### src/rtl/reversi_flip_scan.sv
// ---------------------------------------------------------------------------
// reversi_flip_scan
//
// Sequential move evaluator for a reversi board. A start pulse in IDLE
// snapshots the 192-bit board, the target cell (x, y) and the side to move.
// The block then walks the eight directions, one cell per clock. It reports
// whether the move is legal and which cells the move reverses.
//
// Ports
//   clk         in   1    clock
//   resetn      in   1    synchronous, active-low reset
//   start       in   1    request pulse, sampled only in IDLE
//   board       in   192  cell n at [3n+2:3n], n = y*8+x
//                         codes: 000 empty, 100 enable, 110 white, 111 black
//   x, y        in   3    target column / row
//   set_black   in   1    side to move: 1 = black, 0 = white
//   busy        out  1    high in any state other than IDLE
//   done        out  1    one-cycle pulse; results are valid from this cycle
//   valid       out  1    move is legal
//   flip_mask   out  64   bit n set = cell n is reversed
//   flip_count  out  7    popcount of flip_mask
//
// Build option
//   REVERSI_FLIP_COUNT_EN  when defined, a run-length counter drives
//                          flip_count. When undefined, flip_count is tied to 0.
// ---------------------------------------------------------------------------
module reversi_flip_scan (
  input  logic         clk,
  input  logic         resetn,
  input  logic         start,
  input  logic [191:0] board,
  input  logic [2:0]   x,
  input  logic [2:0]   y,
  input  logic         set_black,
  output logic         busy,
  output logic         done,
  output logic         valid,
  output logic [63:0]  flip_mask,
  output logic [6:0]   flip_count
);

  typedef enum logic [1:0] {IDLE, CHECK, SCAN, DONE} state_t;

  state_t state_reg, state_next;

  logic [191:0]      board_reg;
  logic [2:0]        tx_reg, ty_reg;
  logic              black_reg;
  logic [2:0]        dir_reg;
  logic signed [3:0] cx_reg, cy_reg;
  logic [63:0]       acc_reg, run_reg;
  logic              valid_reg;
  logic [63:0]       mask_reg;

  // Strobes issued by the FSM and consumed by the datapath.
  logic load, step, commit, end_dir, finish, reject;

  // Direction vector for the current dir.
  logic signed [3:0] dx, dy;
  always_comb begin
    dx = 4'sd0;
    dy = 4'sd0;
    case (dir_reg)
      3'd0: begin dx =  4'sd0; dy = -4'sd1; end  // N
      3'd1: begin dx =  4'sd1; dy = -4'sd1; end  // NE
      3'd2: begin dx =  4'sd1; dy =  4'sd0; end  // E
      3'd3: begin dx =  4'sd1; dy =  4'sd1; end  // SE
      3'd4: begin dx =  4'sd0; dy =  4'sd1; end  // S
      3'd5: begin dx = -4'sd1; dy =  4'sd1; end  // SW
      3'd6: begin dx = -4'sd1; dy =  4'sd0; end  // W
      default: begin dx = -4'sd1; dy = -4'sd1; end  // NW
    endcase
  end

  // Next cell under examination. The cursor stays in 0..7, so next lies in
  // -1..8. Both -1 (1111) and 8 (1000) have bit 3 set, so bit 3 alone marks
  // off-board. That keeps row wrap from happening.
  logic signed [3:0] nx, ny;
  logic              off_board;
  logic [5:0]        cell_idx;
  logic [7:0]        cell_base;
  logic [2:0]        cell_code;
  logic [63:0]       cell_bit;
  logic [7:0]        tgt_base;
  logic [2:0]        tgt_code;
  logic [2:0]        own_code, opp_code;
  logic              tgt_occupied;

  always_comb begin
    nx           = cx_reg + dx;
    ny           = cy_reg + dy;
    off_board    = nx[3] | ny[3];
    cell_idx     = {ny[2:0], nx[2:0]};
    cell_base    = {2'b00, cell_idx} * 8'd3;
    cell_code    = board_reg[cell_base +: 3];
    cell_bit     = 64'd1 << cell_idx;
    tgt_base     = {2'b00, ty_reg, tx_reg} * 8'd3;
    tgt_code     = board_reg[tgt_base +: 3];
    // 110 and 111 are stones. Every other code counts as a free target.
    tgt_occupied = (tgt_code[2:1] == 2'b11);
    own_code     = black_reg ? 3'b111 : 3'b110;
    opp_code     = black_reg ? 3'b110 : 3'b111;
  end

  // FSM state register.
  always_ff @(posedge clk) begin
    if (!resetn) state_reg <= IDLE;
    else         state_reg <= state_next;
  end

  // FSM next-state and strobes.
  always_comb begin
    state_next = state_reg;
    load       = 1'b0;
    step       = 1'b0;
    commit     = 1'b0;
    end_dir    = 1'b0;
    finish     = 1'b0;
    reject     = 1'b0;
    case (state_reg)
      IDLE: begin
        if (start) begin
          load       = 1'b1;
          state_next = CHECK;
        end
      end
      CHECK: begin
        if (tgt_occupied) begin
          reject     = 1'b1;
          state_next = DONE;
        end else begin
          state_next = SCAN;
        end
      end
      SCAN: begin
        if (off_board) begin
          end_dir = 1'b1;
        end else if (cell_code == opp_code) begin
          step = 1'b1;
        end else if (cell_code == own_code) begin
          commit  = (run_reg != 64'd0);
          end_dir = 1'b1;
        end else begin
          end_dir = 1'b1;
        end
        if (end_dir && (dir_reg == 3'd7)) begin
          finish     = 1'b1;
          state_next = DONE;
        end
      end
      DONE:    state_next = IDLE;
      default: state_next = IDLE;
    endcase
  end

  // The mask that is committed on the final cycle, including a run that
  // closes in that same cycle.
  logic [63:0] acc_final;
  assign acc_final = commit ? (acc_reg | run_reg) : acc_reg;

  // Datapath.
  always_ff @(posedge clk) begin
    if (!resetn) begin
      board_reg <= '0;
      tx_reg    <= '0;
      ty_reg    <= '0;
      black_reg <= 1'b0;
      dir_reg   <= '0;
      cx_reg    <= '0;
      cy_reg    <= '0;
      acc_reg   <= '0;
      run_reg   <= '0;
      valid_reg <= 1'b0;
      mask_reg  <= '0;
    end else begin
      if (load) begin
        board_reg <= board;
        tx_reg    <= x;
        ty_reg    <= y;
        black_reg <= set_black;
        acc_reg   <= '0;
        run_reg   <= '0;
        dir_reg   <= '0;
        cx_reg    <= {1'b0, x};
        cy_reg    <= {1'b0, y};
      end
      if (step) begin
        run_reg <= run_reg | cell_bit;
        cx_reg  <= nx;
        cy_reg  <= ny;
      end
      if (commit) acc_reg <= acc_reg | run_reg;
      if (end_dir) begin
        run_reg <= '0;
        cx_reg  <= {1'b0, tx_reg};
        cy_reg  <= {1'b0, ty_reg};
        dir_reg <= dir_reg + 3'd1;
      end
      // The results are registered on entry to DONE so that they are
      // already visible while done is high.
      if (reject) begin
        valid_reg <= 1'b0;
        mask_reg  <= '0;
      end
      if (finish) begin
        valid_reg <= (acc_final != 64'd0);
        mask_reg  <= acc_final;
      end
    end
  end

`ifdef REVERSI_FLIP_COUNT_EN
  // len_reg counts the opponent cells in the current run. When the run
  // closes on an own stone, len_reg is added to the total.
  logic [2:0] len_reg;
  logic [6:0] cnt_reg;
  logic [6:0] count_reg;

  always_ff @(posedge clk) begin
    if (!resetn) begin
      len_reg   <= '0;
      cnt_reg   <= '0;
      count_reg <= '0;
    end else begin
      if (load) begin
        len_reg <= '0;
        cnt_reg <= '0;
      end
      if (step)    len_reg <= len_reg + 3'd1;
      if (commit)  cnt_reg <= cnt_reg + {4'b0000, len_reg};
      if (end_dir) len_reg <= '0;
      if (reject)  count_reg <= '0;
      if (finish)  count_reg <= commit ? (cnt_reg + {4'b0000, len_reg}) : cnt_reg;
    end
  end

  assign flip_count = count_reg;
`else
  assign flip_count = 7'd0;
`endif

  assign busy      = (state_reg != IDLE);
  assign done      = (state_reg == DONE);
  assign valid     = valid_reg;
  assign flip_mask = mask_reg;

endmodule

### config.mk
export PLATFORM = sky130hd
export DESIGN_NAME = reversi_flip_scan
export DESIGN_NICKNAME = d
export VERILOG_FILES = /design/src/rtl/reversi_flip_scan.sv
export SDC_FILE = /design/constraint.sdc
export NUM_CORES = 1
export LEC_CHECK = 0
export CORE_MARGIN = 1
export CORE_UTILIZATION = 50
export CTS_BUF_LIST = sky130_fd_sc_hd__clkbuf_8
export DETAILED_ROUTE_END_ITERATION = 6
export PLACE_DENSITY_LB_ADDON = 0.25
export SETUP_SLACK_MARGIN = 0.4
export SYNTH_ARGS = -nofsm -noshare
export SYNTH_HDL_FRONTEND = slang
export SYNTH_SLANG_ARGS = --single-unit
### constraint.sdc
create_clock -name clk -period 11.3 [get_ports clk]
set_clock_uncertainty 0.05 [all_clocks]
set_input_delay 2.26 -clock clk [delete_from_list [all_inputs] [get_ports clk]]
set_output_delay 2.26 -clock clk [all_outputs]
set_load 0.01 [all_outputs]
**Yosys cells after proc, flatten, opt, wreduce, memory -nomap -nowiden**

Index checks and enable logic that the tools add are counted.

- Shift-type cells: 3
- Reduce and logical (&&, ||, !) cells: 17
- Multiply operators: 2
- Bitwise logic cells: 4
- Eq/ne operators: 15
- Mux-type cells: 41
- Add/sub/neg operators: 3

Operators with widths:

| kind | number |
|---|---|
| $mux 64 | 6 |
| $shiftx 192x9->3 | 2 |
| $or 64x64->64 | 2 |
| $reduce_bool 64->1 | 2 |
| $shl 1x6->64 const A | 1 |
| $mux 1 | 22 |
| $mul 6x2->8 const B | 2 |
| $mux 4 | 4 |
| $pmux 4 s2 | 2 |
| $eq 3x3->1 const B | 4 |
| $mux 3 | 4 |
| $reduce_bool 2->1 | 5 |
| $add 4x4->4 | 2 |
| $pmux 2 s4 | 1 |
| $eq 2x2->1 const B | 3 |
| $eq 3x2->1 const B | 2 |
| $eq 3x3->1 | 2 |
| $reduce_or 2->1 | 3 |
| $reduce_or 3->1 | 2 |
| $mux 2 | 2 |
| $ne 2x2->1 const B | 2 |
| $add 3x1->3 const B | 1 |
| $eq 3x1->1 const B | 1 |
| $logic_not 3->1 | 1 |
| 7 further kinds | 7 |

- Output and inout bits: 74
- Register bits: 405

**Logic depth before layout (Yosys ltp)**

- Word-level depth: 14
- Gate-level depth with buffers: 21

**Least setup slack after synthesis**

Ideal clock, no wire load.

- Kind: reg2reg
- Start: register dir_reg[1]
- End: register run_reg[46]
- Setup time: 0.121 ns
- Setup slack: 6.910 ns
- Data required time: 11.129 ns
- Period minus slack after synthesis: 4.390 ns
- Stages on the path, launching flop included: 20
- Data arrival time: 4.219 ns
- Cell sequence: dfxtp_1 > inv_1 > ha_1 > nor2_1 > a21oi_1 > nor2_1 > inv_1 > fa_1 > clkbuf_1 > mux4_2 > nor2b_1 > or4_1 > o2111ai_1 > o2111a_1 > buf_4 > and4b_1 > buf_6 > o211ai_4 > buf_6 > a2bb2o_1

- Cells in the longest elaborated chain, start to end: 12

RTL lines:

| element | line | text |
|---|---|---|
| from (decl) | 49 | `logic [2:0] dir_reg;` |
| from (signal assigned) | 197 | `dir_reg <= dir_reg + 3'd1;` |
| $eq 3x2->1, or another cell as far along | 63 | `case (dir_reg)` |
| $reduce_or 3->1 (no source line) or $reduce_or 2->1 (tied branches) | n/a |  |
| $pmux 4 s2 | 63 |  |
| $add 4x4->4 (on tied branches) | 90, 91 |  |
| $mul 6x2->8 | 94 | `cell_base = {2'b00, cell_idx} * 8'd3;` |
| $shiftx 192x9->3 | 95 | `cell_code = board_reg[cell_base +: 3];` |
| $eq 3x3->1 | 138 | `end else if (cell_code == opp_code) begin` |
| $mux 1 | 138 |  |
| $mux 1 | 136 | `if (off_board) begin` |
| $mux 1 (2 in series) | 120 | `case (state_reg)` |
| $reduce_or 2->1 (no source line) | n/a |  |
| to (signal assigned) | 188 | `run_reg <= run_reg \| cell_bit;` |
| to (decl) | 51 | `logic [63:0] acc_reg, run_reg;` |

Parallel ways exist; a longest one is shown, timed or not. The select of a mux whose other input is x is not followed.
A chain may end at the register's enable or synchronous reset.

**Worst setup path after layout**

- Start: register dir_reg[0]
- End: register mask_reg[41] (netlist: flip_mask[41])

- Cells in the longest elaborated chain, start to end: 14

RTL lines:

| element | line | text |
|---|---|---|
| $eq 3x2->1, or another cell as far along | 63 |  |
| $reduce_or 3->1 (no source line) or $reduce_or 2->1 (tied branches) | n/a |  |
| $pmux 4 s2 | 63 |  |
| $add 4x4->4 (on tied branches) | 90, 91 |  |
| $mul 6x2->8 | 94 |  |
| $shiftx 192x9->3 | 95 |  |
| $eq 3x3->1 | 138 |  |
| $mux 1 | 138 |  |
| $mux 1 | 136 |  |
| $mux 1 | 120 |  |
| $logic_and 1x1->1 | 146 | `if (end_dir && (dir_reg == 3'd7)) begin` |
| $mux 1 | 146 |  |
| $mux 1 | 120 |  |
| $mux 64 or $reduce_bool 2->1 (tied branches) | n/a |  |
| to (signal assigned) | 207 | `mask_reg <= acc_final;` |
| to (decl) | 53 | `logic [63:0] mask_reg;` |

Parallel ways exist; a longest one is shown, timed or not. The select of a mux whose other input is x is not followed.

==> reports/metrics.cfg <==
[outcome]
outcome = complete, no violations

[global_route]
grt_pass1_vias = 15600
gr-total-overflow = 0
grt_util_all_layers = 0.280
antenna_found_initial = 0
grt_pass1_wl_um = 80800
grt_max_degree = 176

[timing]
final.setup.tns_ns = 0
min_period_ns = 7.23
fmax_ghz = 0.138
post-route-period-util = 0.639
hold_viol = 0
rsz0062_at_grt = no
relSlewSlack = 0.199
final-max-slew-violation-count = 0
setup_viol = 0
tightestPinTransition_ns = 1.20

[place]
dpl.hpwl_um = 33900
dp_cells = 2619
port_buffers = 268
place_area_um2 = 20000
place_congestion = 0.890

[pwr]
p_per_area_nw_per_um2 = 212
p_total_uw = 4500
cellLeakagePower_uw = 0.00723
irDropWorstVdd_mv = 0.238

[yosys]
synth-warning-count = 0
synth_area_per_cell_um2 = 8.46
synth.area.top_cells = dfxtp_1 47%, nand2_1 12%, a21oi_1 7.0%, mux4_2 4.1%, o32ai_1 3.3%
ys_seq_area_frac = 0.466
synthTopCellsByCount = 571 x nand2_1, 405 x dfxtp_1, 242 x a21oi_1
synth_top_cell_by_area = dfxtp_1
synth_flop_cell = dfxtp_1
syn-instance-count = 2058
netlist_area_um2 = 17400
synth-edff-count = 0
synth_most_common_cell = nand2_1
async_flop_share = 0
ys_ff_latch = 405
synth_cell_types = 65
synth_top_area_frac = 0.466

[detailed_routing]
finalWirelength_um = 51200
wire_per_inst_um = 18.7
drc = 0
drt_iter0_drc = 1581
num_vias = 16100
drt_pre_antenna_iters = 6
ant_nets = 0
viasPerCell = 5.91

[cts]
clk_latency_ns = 0.58
path_clk_slew_ns = 0.06
cts_hold_buf = 0
cts_resized = 0
clock-root-buffer = clkbuf_8
cts_buffers = 66
htreeDepth = 3
clockBufferDepth = 3
clock_sinks = 405
cts_setup_buffers = 0
cts_tree = done

[worst_setup_path]
r2r_end = flip_mask[41]
critPathMaxStageDelay_ns = 1.15
cp_cell_sequence = inv_1, ha_1, o21bai_1, and2_1, xor2_1, ha_2, mux4_2, nor2b_1, or4_1, o2111ai_1, o2111a_2, buf_4, and4b_2, buf_4, or3_2, buf_4, o2bb2ai_1
endpoint = flip_mask[41]
cp_common_cell = buf_4
cp.required_ns = 11.74
r2r_slack_ns = 4.07
endpoint_kind = register
slowest_stage = ha_2
start_kind = register
arrival_ns = 7.67
reg2reg_depth = 17
timing.rr.start = dir_reg[0]
startpoint = dir_reg[0]
cp_max_fo = 88
critPathKind = reg -> reg

[die]
initial_utilization = 0.514
rows = 67
ios = 276
die_area_um2 = 35600
fp.dieW_um = 189
core_um2 = 33900
die_height_um = 189

[layout]
fin_nets = 2461
final_area_um2 = 21300
largest_reg_flops = 192
layout-drive-gt1-share = 0.0749
antenna_cells = 0
area_growth_pct = 22.3
stdcell_count = 2730

[job]
maxCapViolCount = 0

[hold_path]
hp-start = board_reg[140]
min_path_type = reg -> reg

[layout by cell type, fill, tap and decap left out, types with 3 or more instances in the layout]
cell / n
nor2b_1: 4
or3_1: 4
a2111oi_0: 3
inv_1: 88
a21oi_1: 241
and3_1: 8
nand2_1: 569
o32ai_1: 66
dfxtp_1: 405
a22oi_1: 4
and4_1: 4
ha_1: 17
nor2_1: 36
xnor2_1: 4
nor4_1: 34
nand3b_1: 3
o211ai_1: 21
o21ai_0: 37
o2bb2ai_2: 13
nand4_1: 12
mux4_2: 32
nor3_1: 9
o2bb2ai_1: 51
conb_1: 7
nand3_1: 71
mux2i_1: 19
clkdlybuf4s50_1: 267
a2bb2o_1: 10
buf_4: 18
nand2b_1: 3
a31oi_1: 83
clkbuf_8: 86
[cell type report]
| type | instances | area [um2] |
|---|---|---|
| Tap cell | 448 | 561 |
| Clock inverter | 25 | 130 |
| Sequential cell | 405 | 8110 |
| Timing Repair Buffer | 286 | 2810 |
| Multi-Input combinational cell | 1411 | 8220 |
| Clock buffer | 86 | 1180 |
| Inverter | 69 | 267 |
| Fill cell | 2830 | 12600 |
[critical path: cells and delay by family (launching register included)]
kind            cells  cell delay, ns
flops               1            0.41
fa+ha+maj           2            1.36
xor+xnor            1            0.10
buf+inv             4            1.59
compound gates      4            0.89
mux                 1            0.60
simple gates        5            2.07
[routing by layer]
metal,GRT usage,vias up,part of all wire
met4,0.136,0,0.046
met2,0.460,742,0.47
met3,0.0471,177,0.076
met1,0.357,7588,0.40
li1,-,7629,-
met5,0,-,0
[cell families (layout without fill, tap and decap cells)]
logic type / Yosys count / after routing / synth area share
AOI/OAI and AO/OA: 555 / 555 / 0.212
xor gates and xnor gates: 6 / 6 / 0.00302
adders and majority gates: 20 / 20 / 0.0148
buffers and inverters: 248 / 466 / 0.0652
DFF: 405 / 405 / 0.466
muxes: 52 / 52 / 0.0530
other: 1 / 7 / 0.000215
and+or+nand+nor: 771 / 771 / 0.186
[worst min-delay path by stage]
stage	endpoint	slack, ns	cells past startpoint
final	board_reg[140]	0.40	2
after global routing	board_reg[175]	0.41	2
after CTS	board_reg[186]	0.40	2
after detailed placement	board_reg[186]	0.40	2
after global placement	board_reg[6]	0.39	2
after floorplan	board_reg[102]	0.38	2
[stage by stage]
stage / hold slack (ns) / worst slack (ns) / utilization
6_report: 0.403 / 4.07 / 0.628
5_1_grt: 0.413 / 3.71 / 0.628
4_1_cts: 0.404 / 4.14 / 0.628
3_5_place_dp: 0.396 / 4.16 / 0.589
3_3_place_gp: 0.390 / 4.40 / 0.589
2_1_floorplan: 0.383 / 6.91 / -
[power breakdown]
| part | switching, uW | internal (uW) | total, uW |
|---|---|---|---|
| Combinational | 1080 | 480 | 1560 |
| Sequential | 97.0 | 1570 | 1670 |
| Clock | 569 | 699 | 1270 |
No activity file was read; power rests on OpenSTA's default activity.
